$ cat src/rtl/counter_bank.sv
// counter_bank: NCH independent SIZE-bit up/down counters with load, wrap/saturate
// boundaries and sticky overflow flags. Define COUNTER_BANK_SUM_EN to build the
// registered full-width sum of all channel values; otherwise sum is tied to zero.
module counter_bank #(
   parameter  int SIZE = 10,
   parameter  int NCH  = 2,
   parameter  int SAT  = 0,
   localparam int CW   = $clog2(NCH),
   localparam int SUMW = SIZE + $clog2(NCH)
) (
   input  logic                clk,
   input  logic                rst,
   input  logic [NCH-1:0]      en,
   input  logic [NCH-1:0]      dir,
   input  logic                ld,
   input  logic [CW-1:0]       ld_sel,
   input  logic [SIZE-1:0]     ld_val,
   input  logic [NCH-1:0]      clr_ovf,
   output logic [NCH*SIZE-1:0] val,
   output logic [NCH-1:0]      ovf,
   output logic [SUMW-1:0]     sum
);

   localparam logic [SIZE-1:0] MAX_VAL = {SIZE{1'b1}};
   localparam logic [SIZE-1:0] MIN_VAL = {SIZE{1'b0}};
   localparam logic [SIZE-1:0] ONE_VAL = {{(SIZE-1){1'b0}}, 1'b1};

   for (genvar i = 0; i < NCH; i++) begin : g_ch
      // Out-of-range ld_sel values never match any channel index.
      localparam logic [CW-1:0] IDX = CW'(i);

      logic [SIZE-1:0] cnt_r;
      logic [SIZE-1:0] cnt_nxt_s;
      logic            ovf_r;
      logic            ovf_nxt_s;
      logic            hit_s;

      // next count (load > count > hold) and boundary-step detection
      always_comb begin
         cnt_nxt_s = cnt_r;
         hit_s     = 1'b0;
         if (ld && (ld_sel == IDX)) begin
            cnt_nxt_s = ld_val;
         end else if (en[i]) begin
            if (dir[i] == 1'b0) begin
               if (cnt_r == MAX_VAL) begin
                  hit_s     = 1'b1;
                  cnt_nxt_s = (SAT != 0) ? MAX_VAL : MIN_VAL;
               end else begin
                  cnt_nxt_s = cnt_r + ONE_VAL;
               end
            end else begin
               if (cnt_r == MIN_VAL) begin
                  hit_s     = 1'b1;
                  cnt_nxt_s = (SAT != 0) ? MIN_VAL : MAX_VAL;
               end else begin
                  cnt_nxt_s = cnt_r - ONE_VAL;
               end
            end
         end else begin
            cnt_nxt_s = cnt_r;
         end
      end

      // sticky flag: a boundary step outranks a clear in the same cycle
      always_comb begin
         ovf_nxt_s = ovf_r;
         if (hit_s) begin
            ovf_nxt_s = 1'b1;
         end else if (clr_ovf[i]) begin
            ovf_nxt_s = 1'b0;
         end else begin
            ovf_nxt_s = ovf_r;
         end
      end

      // channel state registers
      always_ff @(posedge clk or posedge rst) begin
         if (rst) begin
            cnt_r <= MIN_VAL;
            ovf_r <= 1'b0;
         end else begin
            cnt_r <= cnt_nxt_s;
            ovf_r <= ovf_nxt_s;
         end
      end

      assign val[i*SIZE +: SIZE] = cnt_r;
      assign ovf[i]              = ovf_r;
   end

`ifdef COUNTER_BANK_SUM_EN
   logic [SUMW-1:0] sum_s;
   logic [SUMW-1:0] sum_r;

   // SUMW is wide enough that NCH maximal values never wrap
   always_comb begin
      sum_s = {SUMW{1'b0}};
      for (int k = 0; k < NCH; k++) begin
         sum_s = sum_s + SUMW'(val[k*SIZE +: SIZE]);
      end
   end

   // sum register, one cycle behind val
   always_ff @(posedge clk or posedge rst) begin
      if (rst) begin
         sum_r <= {SUMW{1'b0}};
      end else begin
         sum_r <= sum_s;
      end
   end

   assign sum = sum_r;
`else
   assign sum = {SUMW{1'b0}};
`endif

endmodule
$ cat config.mk
export PLATFORM = sky130hd
export DESIGN_NAME = counter_bank
export DESIGN_NICKNAME = d
export VERILOG_FILES = /design/src/rtl/counter_bank.sv
export SDC_FILE = /design/constraint.sdc
export NUM_CORES = 1
export LEC_CHECK = 0
export CELL_PAD_IN_SITES_DETAIL_PLACEMENT = 1
export CELL_PAD_IN_SITES_GLOBAL_PLACEMENT = 1
export CORE_MARGIN = 3
export CORE_UTILIZATION = 32
export CTS_BUF_LIST = sky130_fd_sc_hd__clkbuf_4 sky130_fd_sc_hd__clkbuf_8
export CTS_CLUSTER_DIAMETER = 60
export DETAILED_ROUTE_END_ITERATION = 10
export PLACE_DENSITY = 0.75
export SYNTH_ARGS = -nofsm -noshare
export SYNTH_HDL_FRONTEND = slang
export SYNTH_SLANG_ARGS = --single-unit
$ cat constraint.sdc
create_clock -name clk -period 1.8 [get_ports clk]
set_clock_uncertainty 0.05 [all_clocks]
set_input_delay 0.36 -clock clk [delete_from_list [all_inputs] [get_ports clk]]
set_output_delay 0.36 -clock clk [all_outputs]
set_load 0.02 [all_outputs]
==> results of run 1 <==
## what timing repair did
action / 4_1_cts / 5_1_grt
endpoints found under the setup margin: 20 / 26
hold endpoints to repair: 0 / 0
pin swaps: 2 / 10
buffers inserted: 5 / 2
gates resized for setup: 34 / 31
## synthesized netlist by cell type, types with 2 or more instances
cell       instances  area (um^2)
nand2_1           34        127.6
nor2_1            28        105.1
dfrtp_1           22        550.5
o21ai_0           22        110.1
a21oi_1           18        90.09
buf_4             15        112.6
inv_1             12        45.04
nand3_1           10        50.05
clkbuf_1           9        33.78
nor3_1             9        45.04
a31oi_1            6        37.54
buf_2              6        30.03
xor2_1             6        52.55
nand4_1            5        31.28
and3_1             4        25.02
ha_1               4        50.05
nor2b_1            4        25.02
and4_1             3        26.28
nand2b_1           3        18.77
nor4_1             3        18.77
o211ai_1           3        22.52
o22ai_1            3        18.77
xnor2_1            3        26.28
a2111oi_0          2        17.52
a211oi_1           2        15.01
a22o_1             2        17.52
and2_1             2        12.51
nor3b_1            2        15.01
o21ai_1            2        10.01
o311ai_0           2        17.52
o31ai_2            2        25.02
or2_2              2        12.51
or3_1              2        12.51
## final cells by class
cell class                 count  area [um^2]
tap                           75        93.84
fill                         739         3015
inverter                      12        45.04
clock inverter                 1        30.03
multi-input combinational    219         1413
sequential                    22        560.5
clock buffer                   3        41.29
timing repair buffer          90        792.0
## path summary, 6_finish.rpt
kind	endpoint	cells after the start	from
max in group asynchronous	g_ch[1].cnt_r[2]$_DFFE_PP0P_	3	rst
worst max-delay path	g_ch[0].cnt_r[6]$_DFFE_PP0P_	6	g_ch[0].cnt_r[2]$_DFFE_PP0P_
worst max register to register	g_ch[0].cnt_r[6]$_DFFE_PP0P_	6	g_ch[0].cnt_r[2]$_DFFE_PP0P_
worst min register to register	g_ch[1].ovf_r$_DFFE_PP0P_	2	g_ch[1].ovf_r$_DFFE_PP0P_
min in group clk	g_ch[1].ovf_r$_DFFE_PP0P_	2	g_ch[1].ovf_r$_DFFE_PP0P_
worst min-delay path	g_ch[1].ovf_r$_DFFE_PP0P_	3	rst
## per-stage QoR
step	cells	area (um^2)
final	422	2975
after global placement	411	2679
after CTS	420	2860
after floorplan	284	2047
after global routing	422	2975
after detailed placement	411	2679
## power groups by stage
| stage | Sequential (uW) | Combinational, uW | Clock, uW |
|---|---|---|---|
| detailed placement | 756 | 1100 | 0 |
| floorplan | 775 | 577 | 0 |
| global route | 779 | 1320 | 533 |
| finish | 760 | 1220 | 497 |
| global placement | 750 | 1070 | 0 |
| CTS | 747 | 1150 | 513 |
## worst max-delay path, delay by kind of cell (launching register included)
kind | cells | cell delay, ns
AND/OR/NAND/NOR | 3 | 0.65
AO/OA/AOI/OAI | 2 | 0.51
buffers and inverters | 1 | 0.14
flip-flops | 1 | 0.46
## kinds of logic (layout without fill, tap and decap cells)
kind of cell / after synthesis / count (layout) / synth area share (%)
simple gates: 118 / 118 / 30.07
compound gates: 77 / 77 / 24.35
buf+inv: 43 / 106 / 11.58
flops: 22 / 22 / 27.40
xor+xnor: 9 / 9 / 3.923
fa+ha+maj: 4 / 4 / 2.491
other cells: 1 / 11 / 0.1866
## routing by layer
metal  track usage [%]  vias up  routed length (um)
met5                 0        -                   0
met1             25.13     1146                3089
met3             3.010       14                 355
li1                  -     1106                   -
met2             37.22       67                4073
met4             4.460        0                 135
## flip-flops by register name, indices dropped and copies added, names as in the netlist
signal / cells
g_ch.cnt_r: 20
g_ch.ovf_r: 2
==> impl_results.md, run 1 <==
- Outcome: complete, but fails checks
- Failing checks: setup timing
- Post-CTS Hold Buffers: 0
- Cell area after synthesis: 2009 um^2
- Switching pwr: 1021 uW
- Vias per cell: 5.528
- Hold Crit Class: primary input to async pin
- Critical path required time: 1.95 ns
- Max clock buf depth: 2
- Clock sinks: 22
- Cell Int Power: 1453 uW
- Pleak: 0.001250 uW
- Initial core utilization: 33.54%
- Root Buffer: clkbuf_8
- Nets@finish: 372
- Via count: 2333
- Latest clock arrival within the worst-skew pair: 0.28 ns
- Crit Path Max Fanout: 4
- First-pass GRT wire length: 11.90 mm
- Total of max-cap violations: 0
- Wire per inst: 18.14 um
- Layout Area Growth over Synthesis: 48.07%
- Cells after Synth: 274
- Slowest-stage cell, CP: dfrtp_2
- Number of H-tree levels: 1
- Fraction of layout cells with a size suffix above 1: 27.09%
- Max incr delay on CP: 0.46 ns
- IO Pins: 53
- Comb power frac: 49.2%
- Num rows: 28
- Drt total wl: 7.654 mm
- Clock slew at reported path FFs: 0.10 ns
- Total GRT Usage: 20.37%
- Largest net degree at the start of global routing: 23
- Vias in the first global route: 2405
- Final setup vio count: 3
- Worst setup path category: flip-flop to flip-flop
- Total power: 2473 uW
- Core ar.: 5991 um^2
- Final Max Tran Viols: 0
- Cts bufs inserted: 3
- Post-detail-place hpwl: 5.429 mm
- CTS tree: yes
- Fin crit period: 1.880 ns
- Setup tns final: -0.1127 ns
- Critical path arrival: 2.03 ns
- Avg Inst Size Synth: 7.334 um^2
- Antenna violations before repair: 0
- DIE HEIGHT: 85.25 um
- Reg2Reg Setup Slack: -0.08 ns
- Initial DRC count: 107
- Post-route clock period utilization: 104.5%
- Post-layout util: 49.67%
- FMAX: 531.8 MHz
- #FFs+latches synth: 22
- Hold_ws: 0.3700 ns
- Dominant synthesized flop cell: dfrtp_1
- YS warnings: 0
- Sw Ratio: 41.27%
- Setup slack after layout: -0.08049 ns
- Unrepaired setup endpoints after global routing: yes
- Grt ovf: 0
- Sequential area share after synthesis: 27.40%
- Power share of the clock group: 20.1%
- Post-synth EDFFs: 0
- Hold Fails Final Rpt: 0
- IO buf count: 41
- Pre-Repair DR Iteration Count: 4
- Reg power frac: 30.7%
- Cell Pwr Density: 831.2 nW/um^2
- Ys async rst share: 100.0%
- Cells along the critical path: buf_12 > nor4b_4 > nand2_1 > o31a_1 > and3_4 > o31ai_2
- Most frequent cells in the layout: 47 x buf_4, 34 x nand2_1, 26 x nor2_1
- Commonest non-fill, non-tap cell in the layout: buf_4
- CP Launch Type: flip-flop
- Pre-CTS setup slack: -0.2281 ns
- Antenna Cells: 0
- Die extent in x: 85.25 um
- Antenna Violating Nets Remaining: 0
- GP Congestion: 0.8856
- Die area: 7267 um^2
- Netlist cell types: 55
- Peak supply drop: 380.0 uV
- DR DRC count: 0
- Worst setup EP type: flip-flop
Note: power is estimated with default switching activity, not from simulation.
==> inputs of run 2 (changes only) <==
CORE_MARGIN = 2   (was 3)
SLEW_MARGIN = 10   (was unset)
==> run 2 against run 1 <==
  * The flow now finishes without violations
  * Global-route usage is 0.084 points lower
  * Combinational power shrank 9%
  * Maximum frequency increased by 5.5%
  * Setup slack improved by 0.098 ns
  * Sequential share of layout area increased by 0.86 points
  * Non-clock buffer count down 8
  * Critical path type is now flip-flop to output port
==> impl_results.md, run 2 (synthesis gave the netlist of run 1 again) <==
- Outcome: complete, no violations
- Antenna violations before repair: 0 (unchanged)
- Hold Crit Class: primary input to async pin
- Post-detail-place hpwl: 5.359 mm (-1.3%)
- Largest net degree at the start of global routing: 23 (unchanged)
- Commonest non-fill, non-tap cell in the layout: buf_4
- Layout Area Growth over Synthesis: 40.97%
- Via count: 2259 (-3.2%)
- Num rows: 28 (unchanged)
- Reg2Reg Setup Slack: 0.04 ns (+0.12 ns)
- IO buf count: 41 (unchanged)
- Initial DRC count: 106 (-0.93%)
- DIE HEIGHT: 83.25 um (-2.3%)
- Unrepaired setup endpoints after global routing: yes
- Max incr delay on CP: 0.64 ns (+0.18 ns)
- Most frequent cells in the layout: 41 x buf_4, 34 x nand2_1, 26 x nor2_1
- Die area: 6930 um^2 (-4.6%)
- Switching pwr: 960.1 uW (-5.9%)
- Fraction of layout cells with a size suffix above 1: 23.60% (-3.5 points)
- Grt ovf: 0 (unchanged)
- Number of H-tree levels: 1 (unchanged)
- End point of the critical path: val[16]
- Cell Int Power: 1287 uW (-11%)
- Worst setup EP type: output port
- Slowest-stage cell, CP: clkdlybuf4s50_1
- Metal-1 WL: 2.937 mm (-4.9%)
- Sequential cell area: 558.0 um^2 (-0.45%)
- Nets@finish: 364 (-2.2%)
- Crit path depth: 1 (-5)
- Root Buffer: clkbuf_8
- Core ar.: 5991 um^2 (unchanged)
- Antenna Cells: 0 (unchanged)
- Multi-input gate area: 1364 um^2 (-3.5%)
- R2R depth: 8 (+2)
- Hold_ws: 0.3800 ns (+0.01003 ns)
- Total of max-cap violations: 0 (unchanged)
- Max clock buf depth: 2 (unchanged)
- Reg power frac: 33.7% (+3.0 points)
- Pleak: 0.001186 uW (-5.1%)
- Worst setup path category: flip-flop to output port
- GP Congestion: 0.8928 (+0.81%)
- Vias in the first global route: 2432 (+1.1%)
- Cell count after placement: 408 (-0.73%)
- Vias per cell: 5.457 (-1.3%)
- Sw Ratio: 42.72% (+1.5 points)
- FMAX: 561.1 MHz (+5.5%)
- Post-layout util: 47.28% (-2.4 points)
- Latest clock arrival within the worst-skew pair: 0.27 ns (about the same)
- Clock sinks: 22 (unchanged)
- Crit Path Max Fanout: 6 (+2)
- Post-CTS Hold Buffers: 0 (unchanged)
- Critical path required time: 1.39 ns (-0.56 ns)
- Layout fillers: 772 (+4.5%)
- Biggest register: g_ch.cnt_r
- First-pass GRT wire length: 11.69 mm (-1.7%)
- Drt total wl: 7.018 mm (-8.3%)
- WL met2: 3.679 mm (-9.7%)
- Final Max Tran Viols: 0 (unchanged)
- Comb power frac: 49.4% (+0.2 points)
- Die extent in x: 83.25 um (-2.3%)
- Total power: 2247 uW (-9.1%)
- Flip-flop count of the largest register after layout: 20 (unchanged)
- Clock slew at reported path FFs: 0.09 ns (about the same)
- Cell Pwr Density: 793.3 nW/um^2 (-4.6%)
- Wire per inst: 16.95 um (-6.5%)
- Power share of the clock group: 16.9% (-3.2 points)
- Post-route clock period utilization: 99.02% (-5.5 points)
- Fin crit period: 1.782 ns (-0.09814 ns)
- Worst Setup SP: g_ch[1].cnt_r[6]$_DFFE_PP0P_
- Uppermost routed layer: met4
- Initial core utilization: 33.54% (unchanged)
- Largest regs: g_ch.cnt_r x20, g_ch.ovf_r x2
- Crit path buffers/inverters: 1 (unchanged)
- Cells along the critical path: clkdlybuf4s50_1
- Final setup vio count: 0 (-3)
- Critical path arrival: 1.37 ns (-0.66 ns)
- CP Launch Type: flip-flop
- Worst r2r src: g_ch[0].cnt_r[0]$_DFFE_PP0P_
- Met3 wire len: 263 um (-26%)
- Cell Count, Final, Fillers Out: 414 (-1.9%)
- Setup tns final: 0 ns (+0.1127 ns)
- Hold Fails Final Rpt: 0 (unchanged)
- Cts bufs inserted: 3 (unchanged)
- Antenna Violating Nets Remaining: 0 (unchanged)
- DR DRC count: 0 (unchanged)
- Peak supply drop: 317.0 uV (-17%)
- IO Pins: 53 (unchanged)
- Total GRT Usage: 20.29% (-0.084 points)
- Top delay family on crit path: buffers and inverters
- Pre-Repair DR Iteration Count: 4 (unchanged)
- CTS tree: yes
- Reg2reg end: g_ch[0].cnt_r[8]$_DFFE_PP0P_
==> run 2: cell types whose count changed in the layout (fill, tap and decap cells not counted), moves of 2 or more <==
| cell | change |
|---|---|
| dfrtp_1 | +2 |
| dfrtp_2 | -2 |
| nor3_1 | +2 |
| buf_4 | -6 |
==> run 2: worst min-delay path by stage <==
stage                     slack, ns                            to
after global placement         0.47     g_ch[1].ovf_r$_DFFE_PP0P_
after floorplan                0.30  g_ch[0].cnt_r[0]$_DFFE_PP0P_
after CTS                      0.40  g_ch[1].cnt_r[9]$_DFFE_PP0P_
after detailed placement       0.48     g_ch[0].ovf_r$_DFFE_PP0P_
after global routing           0.45  g_ch[1].cnt_r[9]$_DFFE_PP0P_
final                          0.38  g_ch[1].cnt_r[9]$_DFFE_PP0P_
==> run 2: what timing repair did <==
| item | in CTS | in global routing |
|---|---|---|
| endpoints found under the setup margin | 19 | 20 |
| buffers inserted | 1 | 1 |
| resized for setup | 24 | 30 |
| pin swaps | 4 | 3 |
==> run 2: power by group through the flow <==
stage | combinational, uW | sequential, uW | clock [uW]
after floorplan | 577 | 775 | 0
after global placement | 1060 | 743 | 0
after detailed placement | 1090 | 748 | 0
after CTS | 1070 | 743 | 387
after global routing | 1210 | 778 | 411
final | 1110 | 758 | 379
==> run 2: layer usage <==
layer  track usage [%]  vias to the layer above
met5                 0                        -
met4             8.197                        0
met3             2.684                       15
met2             36.58                       59
met1             24.12                     1100
li1                  -                     1085
==> run 2: area by class of cell <==
| class | instances | share of cell area [%] |
|---|---|---|
| multi-input combinational | 219 | 48.14 |
| sequential | 22 | 19.70 |
| clock buffer | 4 | 1.943 |
| timing repair buffer | 82 | 25.31 |
| inverter | 12 | 1.590 |
| tap | 75 | 3.313 |
==> run 2: per-stage QoR <==
stage                     area [um^2]  worst slack, ns
after floorplan                  2047        0.0006335
after global placement           2656          -0.1027
after detailed placement         2656          -0.1861
after CTS                        2733         -0.01006
after global routing             2833         -0.06579
final                            2833          0.01764
==> inputs of run 3 (changes only) <==
REMOVE_ABC_BUFFERS = 1   (was unset)
==> run 3 against run 2 <==
  * The flow now finishes with violations (setup timing)
  * Critical endpoint is now g_ch[0].cnt_r[6]$_DFFE_PP0P_
  * Final cell count grew 3.6%
  * Sequential power shrank 0.8%
  * Non-clock buffer count grew 15
  * Sequential cell count is the same
  * Highest routed layer unchanged
  * Cell area grew 5.1%
  * Hold slack lost 0.0041 ns
  * Routed wire length grew 7.1%
  * Global-route usage grew 0.97 points
  * Via count grew 3.2%
==> impl_results.md, run 3 (synthesis gave the netlist of run 1 again) <==
- Outcome: complete, but fails checks
- Failing checks: setup timing
- Multi-input gate area: 1380 um^2 (+1.2%)
- Die extent in x: 83.25 um (unchanged)
- Top delay family on crit path: simple AND/OR/NAND/NOR gates
- Critical path arrival: 1.97 ns (+0.60 ns)
- Setup tns final: -0.03906 ns (-0.03906 ns)
- Vias in the first global route: 2474 (+1.7%)
- Final setup vio count: 1 (+1)
- Drt total wl: 7.517 mm (+7.1%)
- Core ar.: 5991 um^2 (unchanged)
- IO buf count: 41 (unchanged)
- DR DRC count: 0 (unchanged)
- Cells along the critical path: buf_4 > nor4b_4 > nand2_1 > o31a_1 > and3_4 > o31ai_4
- Final Max Tran Viols: 0 (unchanged)
- Nets@finish: 379 (+4.1%)
- Flip-flop count of the largest register after layout: 20 (unchanged)
- Crit Path Max Fanout: 5 (-1)
- Clock sinks: 22 (unchanged)
- Cell Count, Final, Fillers Out: 429 (+3.6%)
- Cts bufs inserted: 3 (unchanged)
- Commonest non-fill, non-tap cell in the layout: buf_4
- Antenna Violating Nets Remaining: 0 (unchanged)
- Total of max-cap violations: 0 (unchanged)
- Initial DRC count: 56 (-47%)
- CP Launch Type: flip-flop
- Largest net degree at the start of global routing: 23 (unchanged)
- Clock slew at reported path FFs: 0.08 ns (about the same)
- Antenna violations before repair: 0 (unchanged)
- Design area: 2978 um^2 (+5.1%)
- Post-CTS Hold Buffers: 0 (unchanged)
- CTS tree: yes
- Die area: 6930 um^2 (unchanged)
- Total GRT Usage: 21.26% (+0.97 points)
- Worst setup EP type: flip-flop
- Cell count after placement: 413 (+1.2%)
- Fin crit period: 1.839 ns (+0.05670 ns)
- Unrepaired setup endpoints after global routing: yes
- Most frequent cells in the layout: 56 x buf_4, 34 x nand2_1, 26 x nor2_1
- Antenna Cells: 0 (unchanged)
- Root Buffer: clkbuf_8
- FMAX: 543.8 MHz (-3.1%)
- Slowest-stage cell, CP: dfrtp_2
- Post-detail-place hpwl: 5.521 mm (+3.0%)
- Layout Area Growth over Synthesis: 48.19%
- Layout fillers: 752 (-2.6%)
- First-pass GRT wire length: 12.10 mm (+3.5%)
- Number of H-tree levels: 1 (unchanged)
- Pre-CTS setup slack: -0.2809 ns (-0.09484 ns)
- Cell Pwr Density: 791.0 nW/um^2 (-0.29%)
- Fraction of layout cells with a size suffix above 1: 27.97% (+4.4 points)
- Pleak: 0.001280 uW (+7.9%)
- Wire per inst: 17.52 um (+3.4%)
- Max incr delay on CP: 0.42 ns (-0.22 ns)
- Sequential cell area: 561.8 um^2 (+0.67%)
- Latest clock arrival within the worst-skew pair: 0.27 ns (about the same)
- Num rows: 28 (unchanged)
- Largest regs: g_ch.cnt_r x20, g_ch.ovf_r x2
- DIE HEIGHT: 83.25 um (unchanged)
- GP Congestion: 0.8780 (-1.7%)
- Power share of the clock group: 15.5% (-1.4 points)
- Initial core utilization: 33.54% (unchanged)
- Hold Fails Final Rpt: 0 (unchanged)
- Post-route clock period utilization: 102.2% (+3.2 points)
- Vias per cell: 5.434 (-0.42%)
- DP Area: 2694 um^2 (+1.4%)
- Reg power frac: 31.9% (-1.8 points)
- Grt ovf: 0 (unchanged)
- Sw Ratio: 41.74% (-0.98 points)
- Via count: 2331 (+3.2%)
- Crit path buffers/inverters: 1 (unchanged)
- Biggest register: g_ch.cnt_r
- Setup slack after layout: -0.03906 ns (-0.05670 ns)
- Hold Crit Class: primary input to async pin
- IO Pins: 53 (unchanged)
- Critical path required time: 1.93 ns (+0.54 ns)
- Peak supply drop: 310.1 uV (-2.2%)
- Pre-Repair DR Iteration Count: 4 (unchanged)
- Cell Int Power: 1372 uW (+6.6%)
- Worst setup path category: flip-flop to flip-flop
- Max clock buf depth: 2 (unchanged)
- Switching pwr: 983.2 uW (+2.4%)
- Comb power frac: 52.6% (+3.2 points)
## run 3: worst register-to-register path: stages, from the launching register on
cell and delay (ns):
dfrtp_2 0.42, buf_4 0.16, nor4b_4 0.34, nand2_1 0.11, o31a_1 0.30, and3_4 0.19
o31ai_4 0.17
## run 3: area by class of cell
| class | count | area share (%) |
|---|---|---|
| Timing Repair Buffer | 97 | 28.28 |
| Tap cell | 75 | 3.151 |
| Multi-Input combinational cell | 219 | 46.34 |
| Inverter | 12 | 1.513 |
| Clock buffer | 4 | 1.849 |
| Sequential cell | 22 | 18.87 |
## run 3: final timing paths
path	start	endpoint	slack [ns]	cells past startpoint
setup / recovery	g_ch[0].cnt_r[2]$_DFFE_PP0P_	g_ch[0].cnt_r[6]$_DFFE_PP0P_	-0.04	6
hold / removal	rst	g_ch[0].ovf_r$_DFFE_PP0P_	0.38	3
setup reg to reg	g_ch[0].cnt_r[2]$_DFFE_PP0P_	g_ch[0].cnt_r[6]$_DFFE_PP0P_	-0.04	6
hold reg to reg	g_ch[0].ovf_r$_DFFE_PP0P_	g_ch[0].ovf_r$_DFFE_PP0P_	0.50	2
max in group asynchronous	rst	g_ch[1].cnt_r[7]$_DFFE_PP0P_	1.06	3
min in group clk	g_ch[0].ovf_r$_DFFE_PP0P_	g_ch[0].ovf_r$_DFFE_PP0P_	0.50	2
## run 3: stage by stage
stage / total power [uW] / hold slack, ns / utilization [%]
after CTS: 2282 / 0.3817 / 47.08
after global routing: 2508 / 0.4108 / 49.71
final: 2356 / 0.3759 / 49.71
after floorplan: 1273 / 0.2992 / -
after detailed placement: 1866 / 0.4778 / 44.97
after global placement: 1833 / 0.4681 / 44.97
## run 3: power groups by stage
stage / Sequential, uW / Clock, uW / Combinational, uW
global placement: 754 / 0 / 1080
detailed placement: 757 / 0 / 1110
finish: 752 / 364 / 1240
CTS: 740 / 383 / 1160
global route: 769 / 399 / 1340
floorplan: 849 / 0 / 424
## run 3: timing repair
item,4_1_cts,5_1_grt
gates resized for setup,23,35
setup endpoints to repair,20,23
pin swaps,1,9
setup buffers,7,5
## run 3: layer usage
layer / up-vias / routed length (um) / track usage (%)
met4: 0 / 108 / 6.557
li1: 1118 / - / -
met2: 57 / 3987 / 40.10
met5: - / 0 / 0
met1: 1146 / 3164 / 24.73
met3: 10 / 257 / 2.684
